### config.mk
export PLATFORM = sky130hd
export DESIGN_NAME = mock_alu_pipe
export DESIGN_NICKNAME = d
export VERILOG_FILES = /design/src/rtl/mock_alu_pkg.sv /design/src/rtl/mock_alu_core.sv /design/src/rtl/mock_alu_pipe.sv
export SDC_FILE = /design/constraint.sdc
export NUM_CORES = 1
export LEC_CHECK = 0
export CAP_MARGIN = 20
export CORE_ASPECT_RATIO = 1.2
export CORE_MARGIN = 2
export CORE_UTILIZATION = 50
export CTS_CLUSTER_DIAMETER = 100
export DETAILED_ROUTE_END_ITERATION = 12
export PLACE_DENSITY = 0.7
export SYNTH_ARGS = -nofsm -noshare
export SYNTH_HDL_FRONTEND = slang
export SYNTH_SLANG_ARGS = --single-unit
### constraint.sdc
create_clock -name clock -period 7 [get_ports clock]
set_input_delay 1.4 -clock clock [delete_from_list [all_inputs] [get_ports clock]]
set_output_delay 1.4 -clock clock [all_outputs]
set_load 0.02 [all_outputs]
### src/rtl/mock_alu_pkg.sv
// Shared opcode type and opcode constants for the mock ALU pipeline.
package mock_alu_pkg;

  localparam int OP_W = 6;

  typedef logic [OP_W-1:0] alu_op_t;

  localparam alu_op_t OP_ADD  = 6'd0;
  localparam alu_op_t OP_SUB  = 6'd1;
  localparam alu_op_t OP_AND  = 6'd2;
  localparam alu_op_t OP_OR   = 6'd3;
  localparam alu_op_t OP_XOR  = 6'd4;
  localparam alu_op_t OP_SLL  = 6'd5;
  localparam alu_op_t OP_SRL  = 6'd6;
  localparam alu_op_t OP_SRA  = 6'd7;
  localparam alu_op_t OP_SLT  = 6'd8;
  localparam alu_op_t OP_SLTU = 6'd9;

endpackage

### src/rtl/mock_alu_core.sv
// Purely combinational ALU core; undefined opcodes give result 0 and illegal=1.
module mock_alu_core
  import mock_alu_pkg::*;
#(
  parameter int WIDTH = 64
) (
  input  logic [OP_W-1:0]  op,
  input  logic [WIDTH-1:0] a,
  input  logic [WIDTH-1:0] b,
  output logic [WIDTH-1:0] result,
  output logic             illegal
);

  localparam int SH_W = $clog2(WIDTH);

  // Only the low bits of b select the shift distance.
  logic [SH_W-1:0] shamt;
  assign shamt = b[SH_W-1:0];

  always_comb begin
    result  = '0;
    illegal = 1'b0;
    case (alu_op_t'(op))
      OP_ADD:  result = a + b;
      OP_SUB:  result = a - b;
      OP_AND:  result = a & b;
      OP_OR:   result = a | b;
      OP_XOR:  result = a ^ b;
      OP_SLL:  result = a << shamt;
      OP_SRL:  result = a >> shamt;
      OP_SRA:  result = $signed(a) >>> shamt;
      OP_SLT:  result = {{(WIDTH-1){1'b0}}, ($signed(a) < $signed(b))};
      OP_SLTU: result = {{(WIDTH-1){1'b0}}, (a < b)};
      default: illegal = 1'b1;
    endcase
  end

endmodule

### src/rtl/mock_alu_pipe.sv
// Elastic ALU pipeline: stage 0 holds operands, stages 1..STAGES-1 hold the
// result and illegal flag; every stage has its own valid bit.
module mock_alu_pipe
  import mock_alu_pkg::*;
#(
  parameter int WIDTH  = 64,
  parameter int STAGES = 2
) (
  input  logic             clock,
  input  logic             reset,
  input  logic             in_valid,
  output logic             in_ready,
  input  logic [OP_W-1:0]  in_op,
  input  logic [WIDTH-1:0] in_a,
  input  logic [WIDTH-1:0] in_b,
  output logic             out_valid,
  input  logic             out_ready,
  output logic [WIDTH-1:0] out_data,
  output logic             out_illegal,
  output logic             busy
);

  // Handshake: a transfer happens on a rising edge where valid and ready are
  // both high; valid never waits for ready, and in_ready depends only on
  // out_ready and the stage valid bits, never on in_valid.

  logic [STAGES-1:0] valid;
  logic [STAGES-1:0] load;
  logic              load_acc;

  logic [OP_W-1:0]   op_q;
  logic [WIDTH-1:0]  a_q;
  logic [WIDTH-1:0]  b_q;
  logic [WIDTH-1:0]  res_q [1:STAGES-1];
  logic [STAGES-1:1] ill_q;

  logic [WIDTH-1:0]  core_res;
  logic              core_ill;

  mock_alu_core #(.WIDTH(WIDTH)) u_core (
    .op      (op_q),
    .a       (a_q),
    .b       (b_q),
    .result  (core_res),
    .illegal (core_ill)
  );

  // A stage loads if it, or any stage downstream of it, is empty, or the
  // consumer is taking the output: this is what lets bubbles collapse.
  always_comb begin
    load_acc = out_ready;
    load     = '0;
    for (int i = STAGES - 1; i >= 0; i--) begin
      load_acc = load_acc | ~valid[i];
      load[i]  = load_acc;
    end
  end

  always_ff @(posedge clock or negedge reset) begin
    if (!reset) begin
      valid <= '0;
      op_q  <= '0;
      a_q   <= '0;
      b_q   <= '0;
      ill_q <= '0;
      for (int i = 1; i < STAGES; i++) res_q[i] <= '0;
    end else begin
      if (load[0]) begin
        valid[0] <= in_valid;
        op_q     <= in_op;
        a_q      <= in_a;
        b_q      <= in_b;
      end
      if (load[1]) begin
        valid[1] <= valid[0];
        res_q[1] <= core_res;
        ill_q[1] <= core_ill;
      end
      for (int i = 2; i < STAGES; i++) begin
        if (load[i]) begin
          valid[i] <= valid[i-1];
          res_q[i] <= res_q[i-1];
          ill_q[i] <= ill_q[i-1];
        end
      end
    end
  end

  assign in_ready    = load[0];
  assign out_valid   = valid[STAGES-1];
  assign out_data    = res_q[STAGES-1];
  assign out_illegal = ill_q[STAGES-1];
  assign busy        = |valid;

endmodule
-- After elaboration in Yosys (flattened, before gate mapping)
Index checks and enable logic that the tools add are counted.
- register bits after elaboration: 201
- input bits: 138
- logic and storage cells: 35
- add/sub/neg operators: 2
- magnitude comparators: 2
- equal/unequal tests: 9
- shift-type cells: 3
- mux-type cells: 2
- bitwise operators: 7
- reduce and logical (&&, ||, !) cells: 3
- operators by type and width (kind ; number):
    64-bit case mux with 10 select lines ; 1
    64-bit < comparator ; 2
    64-bit adder ; 1
    64-bit AND ; 1
    64-bit OR ; 1
    64-bit by 6-bit << shifter with 64-bit output ; 1
    64-bit by 6-bit >> shifter with 64-bit output ; 1
    64-bit by 6-bit >>> shifter with 64-bit output ; 1
    64-bit subtractor ; 1
    64-bit bitwise XOR ; 1
    6-bit by 3-bit equality test with 1-bit output (second input constant) ; 4
    6-bit by 2-bit equality test with 1-bit output (second input constant) ; 2
    6-bit by 4-bit equality test with 1-bit output (second input constant) ; 2
    10-bit OR reduction ; 1
    6-bit by 1-bit equality test with 1-bit output (second input constant) ; 1
    6-bit logical NOT ; 1
    1-bit inverter ; 2
    1-bit OR ; 2
    2-bit OR reduction ; 1
    1-bit 2-to-1 mux ; 1

-- Longest topological paths before layout
- depth after elaboration: 3
- depth in mapped cells: 17

-- Hierarchy
From an unflattened synthesis, not the netlist that was laid out.
- cell total of the unflattened synthesis: 3289
- area total of the unflattened synthesis: 26959.6 µm²
- modules (own cells, without submodules) (module ; times used ; cells each ; area an instance (µm²) ; sequential area each (µm²)):
    mock_alu_core ; 1 ; 2862 ; 19515.0 ; 0.0
    mock_alu_pipe ; 1 ; 427 ; 7444.6 ; 5029.8

-- Worst setup path after synthesis
No wires, ideal clock.
- kind: reg2reg
- from: reg b_q[4]
- to: reg res_q (netlist bit out_data[51])
- library setup time: 0.126 ns
- arrival: 4.004 ns
- data required time: 6.874 ns
- slack: 2.870 ns
- stages on the path, launching flop included: 18
- buffers on the path: 5
- cells stage by stage: dfrtp_1 clkbuf_1 inv_2 buf_1 clkbuf_1 clkbuf_1 ha_1 buf_2 a21oi_1 and2_1 nand3_1 a21bo_2 a221oi_1 a21oi_1 a21boi_1 or3_1 nand4b_1 a221o_1
- longest elaborated chain between the ends: 2
- elaborated cells on any way between the ends: 6
- classes of those cells: add/sub (2); shift (3); mux (1)
- RTL lines (what ; RTL line ; text):
    start, declared ; mock_alu_pipe.sv:33 ; logic [WIDTH-1:0] b_q;
    start signal, assigned ; mock_alu_pipe.sv:72 ; b_q <= in_b;
    64-bit subtractor, or another cell as far along ; mock_alu_core.sv:25 ; OP_SUB: result = a - b;
    64-bit case mux with 10 select lines * ; mock_alu_core.sv:23 ; case (alu_op_t'(op))
    end signal, assigned by index ; mock_alu_pipe.sv:82 ; res_q[i] <= res_q[i-1];
    end, declared ; mock_alu_pipe.sv:34 ; logic [WIDTH-1:0] res_q [1:STAGES-1];
Every way passes the cells marked *; elsewhere a longest branch is shown, timed or not.
A chain may end at the register's enable or synchronous reset.

-- Worst setup path in the final report
- from: reg b_q[2]
- to: reg res_q (netlist bit out_data[61])
The elaborated chain is that of the path after synthesis.

==> results.toml <==
[clock_network]
cts_tree = "built"
clock-sinks = 201
root_buffer = "clkbuf_16"
cts.repair.resized = 0
cts_buffers = 25
cts.htree.levels = 1
hold_buffers = 0
clk_latency_ns = 0.57
cts_setup_buffers = 0
clk_pin_slew_ns = 0.07
clock_path_buffers = 3

[routing]
drc = 0
routed_via_density = 7.20
detail-route-antenna-nets = 0
wl_per_cell_microns = 32.0
vias = 31000
firstDrtPassIters = 6
first_iter_violations = 5363
routed_wl_microns = 138000

[grt]
grt_antenna_before_repair = 10
grt_start_max_net_pins = 104
grt_first_pass_wirelength_microns = 200000
grt_pass1_vias = 28700
track_usage_pct = 48.0
gr-total-overflow = 0

[synth]
synth_cell_types = 104
yosys.area_share.simple_pct = 19.0
async_reset_ff_share_pct = 100
synth_top_family_by_area = "compound AO/OA/AOI/OAI gates"
synth_top_area_share_pct = 18.7
yosys.area.top_type = "dfrtp_1"
synth_ff_type = "dfrtp_1"
synth_fa_ha_area_share_pct = 9.20
synthesis.area_sq_mm = 0.0270
ys_seq_elements = 201
synth.area.top_cells = "dfrtp_1, mux4_2, ha_1, o21ai_0, a21oi_1"
seq_area_frac_synth_pct = 18.7
synth.mux.area_fraction_pct = 14.6
synth_edf_count = 0
synth-xor-area-share_pct = 1.82
syn_area_per_cell_sq_um = 7.56
synth_compound_area_share_pct = 29.1
synth_fp_nets = 3899
yosys_warnings = 0
synthCells = 3564

[timing]
fin_tns_setup_ns = 0
tightest_slew_ns = 1.24
drv_slew = 0
timing.final.crit_share_pct = 72.4
hold_violations = 0
grt_setup_unrepaired = "false"
relSlewSlack_pct = 16.4
setup_violations = 0
finClkSkew_ns = 0.0285
finalWorstPathRequiredPeriod_ns = 5.06
timing.fmax_mhz = 197

[status]
outcome = "finished, final reports clean"

[layout]
finalNetCount = 3910
finalCoreUtilization_pct = 56.1
areaGrowthSynthToFinish_pct = 11.4
layout_commonest_cell = "nand2_1"
drive_above_1_share_pct = 9.08
layout_common_cells = "nand2_1, nor2_1, o21ai_0"

[worst_setup_path]
crit_arrival_ns = 5.58
cp_max_fo = 56
start_kind = "register"
path_class = "register to register"
critical_path_required_ns = 7.51
end_kind = "register"

[floorplanning]
num_io_pins = 206
initial_utilization_pct = 50.4
num_rows = 93
core_sq_mm = 0.0535
die_x_microns = 216
die_area_sq_mm = 0.0558
die_y_microns = 258

[place]
gp_congestion = 1.10
port_buffers = 205
hpwlAfterDp_microns = 105000

[power_and_ir_drop]
p_leak_uw = 0.0123
total_power_uw = 6520
power_density_mw_per_mm2 = 217
vdd_ir_drop_max_v = 0.000217

[job]
cap_violations = 0

[min_path]
hold_class = "register to register"
==> cell usage after synthesis (47+ instances only) <==
master and instances:
a211oi_1 64, a21oi_1 323, a221oi_1 47, buf_2 54
clkbuf_1 167, dfrtp_1 201, ha_1 195, inv_1 194
mux2i_1 97, mux4_2 120, nand2_1 405, nand3_1 57
nor2_1 400, nor3_1 76, o211ai_1 57, o21ai_0 364
xnor2_1 50
==> per-layer routing <==
metal	global-route usage [%]	up-vias	share of wire, %
li1	-	13100	-
met4	24.5	10	6.7
met1	64.6	14800	38
met5	0	-	0.049
met3	14.4	535	14
met2	69.6	2563	41
==> logic make-up after synthesis <==
| group | count (synthesis) |
|---|---|
| XOR/XNOR | 56 |
| flip-flops | 201 |
| adder cells (fa/ha/maj) | 197 |
| AO/OA/AOI/OAI | 1234 |
| buffers and inverters | 486 |
| AND/OR/NAND/NOR | 1149 |
| multiplexers | 241 |
==> power by group <==
group,leakage [uW],internal (uW),switching (uW)
sequential,0.00251,1250,284
combinational,0.00940,1250,2370
clock,0.000398,775,589
==> worst max-delay path, cell delays in order, from the launching register on <==
cell and delay (ns):
dfrtp_4 0.89, inv_4 0.40, ha_1 0.55, nor3_1 0.09
o31ai_1 0.66, a21oi_1 0.23, o311ai_2 0.44, o211ai_2 0.25
a211oi_2 0.64, nor2_1 0.15, o22ai_1 0.23, mux2_2 0.35
nand2_1 0.06
==> final timing paths <==
kind,startpoint,endpoint,slack (ns),cells past startpoint
worst max-delay path,b_q[2],out_data[61],1.94,12
worst min-delay path,out_data[22],out_data[22],0.48,2
worst max register to register,b_q[2],out_data[61],1.94,12
worst min register to register,out_data[22],out_data[22],0.48,2
max in group asynchronous,reset,op_q[0],4.86,2
min in group asynchronous,reset,a_q[22],0.95,1
==> metrics by stage <==
step | hold WS, ns | instance area, sq um | instances | worst slack (ns)
3_3_place_gp | 0.463 | 29200 | 4259 | 2.28
2_1_floorplan | 0.449 | 27000 | 3564 | 2.87
5_1_grt | 0.525 | 30000 | 4304 | 1.87
6_report | 0.481 | 30000 | 4305 | 1.94
4_1_cts | 0.485 | 30000 | 4303 | 2.20
3_5_place_dp | 0.472 | 29200 | 4259 | 2.22
==> registers in the layout (all words and copies together) (netlist names) <==
name,count
a_q,64
b_q,64
op_q,6
out_data,64
out_illegal,1
valid,2
==> cell type report <==
| cell class | instances | area, sq um |
|---|---|---|
| clock inverters | 12 | 140 |
| inverters | 204 | 771 |
| multi-input cells | 2877 | 19900 |
| clock buffers | 32 | 692 |
| fillers | 5141 | 23500 |
| repair buffers | 266 | 2540 |
| diodes | 1 | 2.50 |
| well taps | 712 | 891 |
| flip-flops and latches | 201 | 5050 |
(Power assumes the default switching activity.)
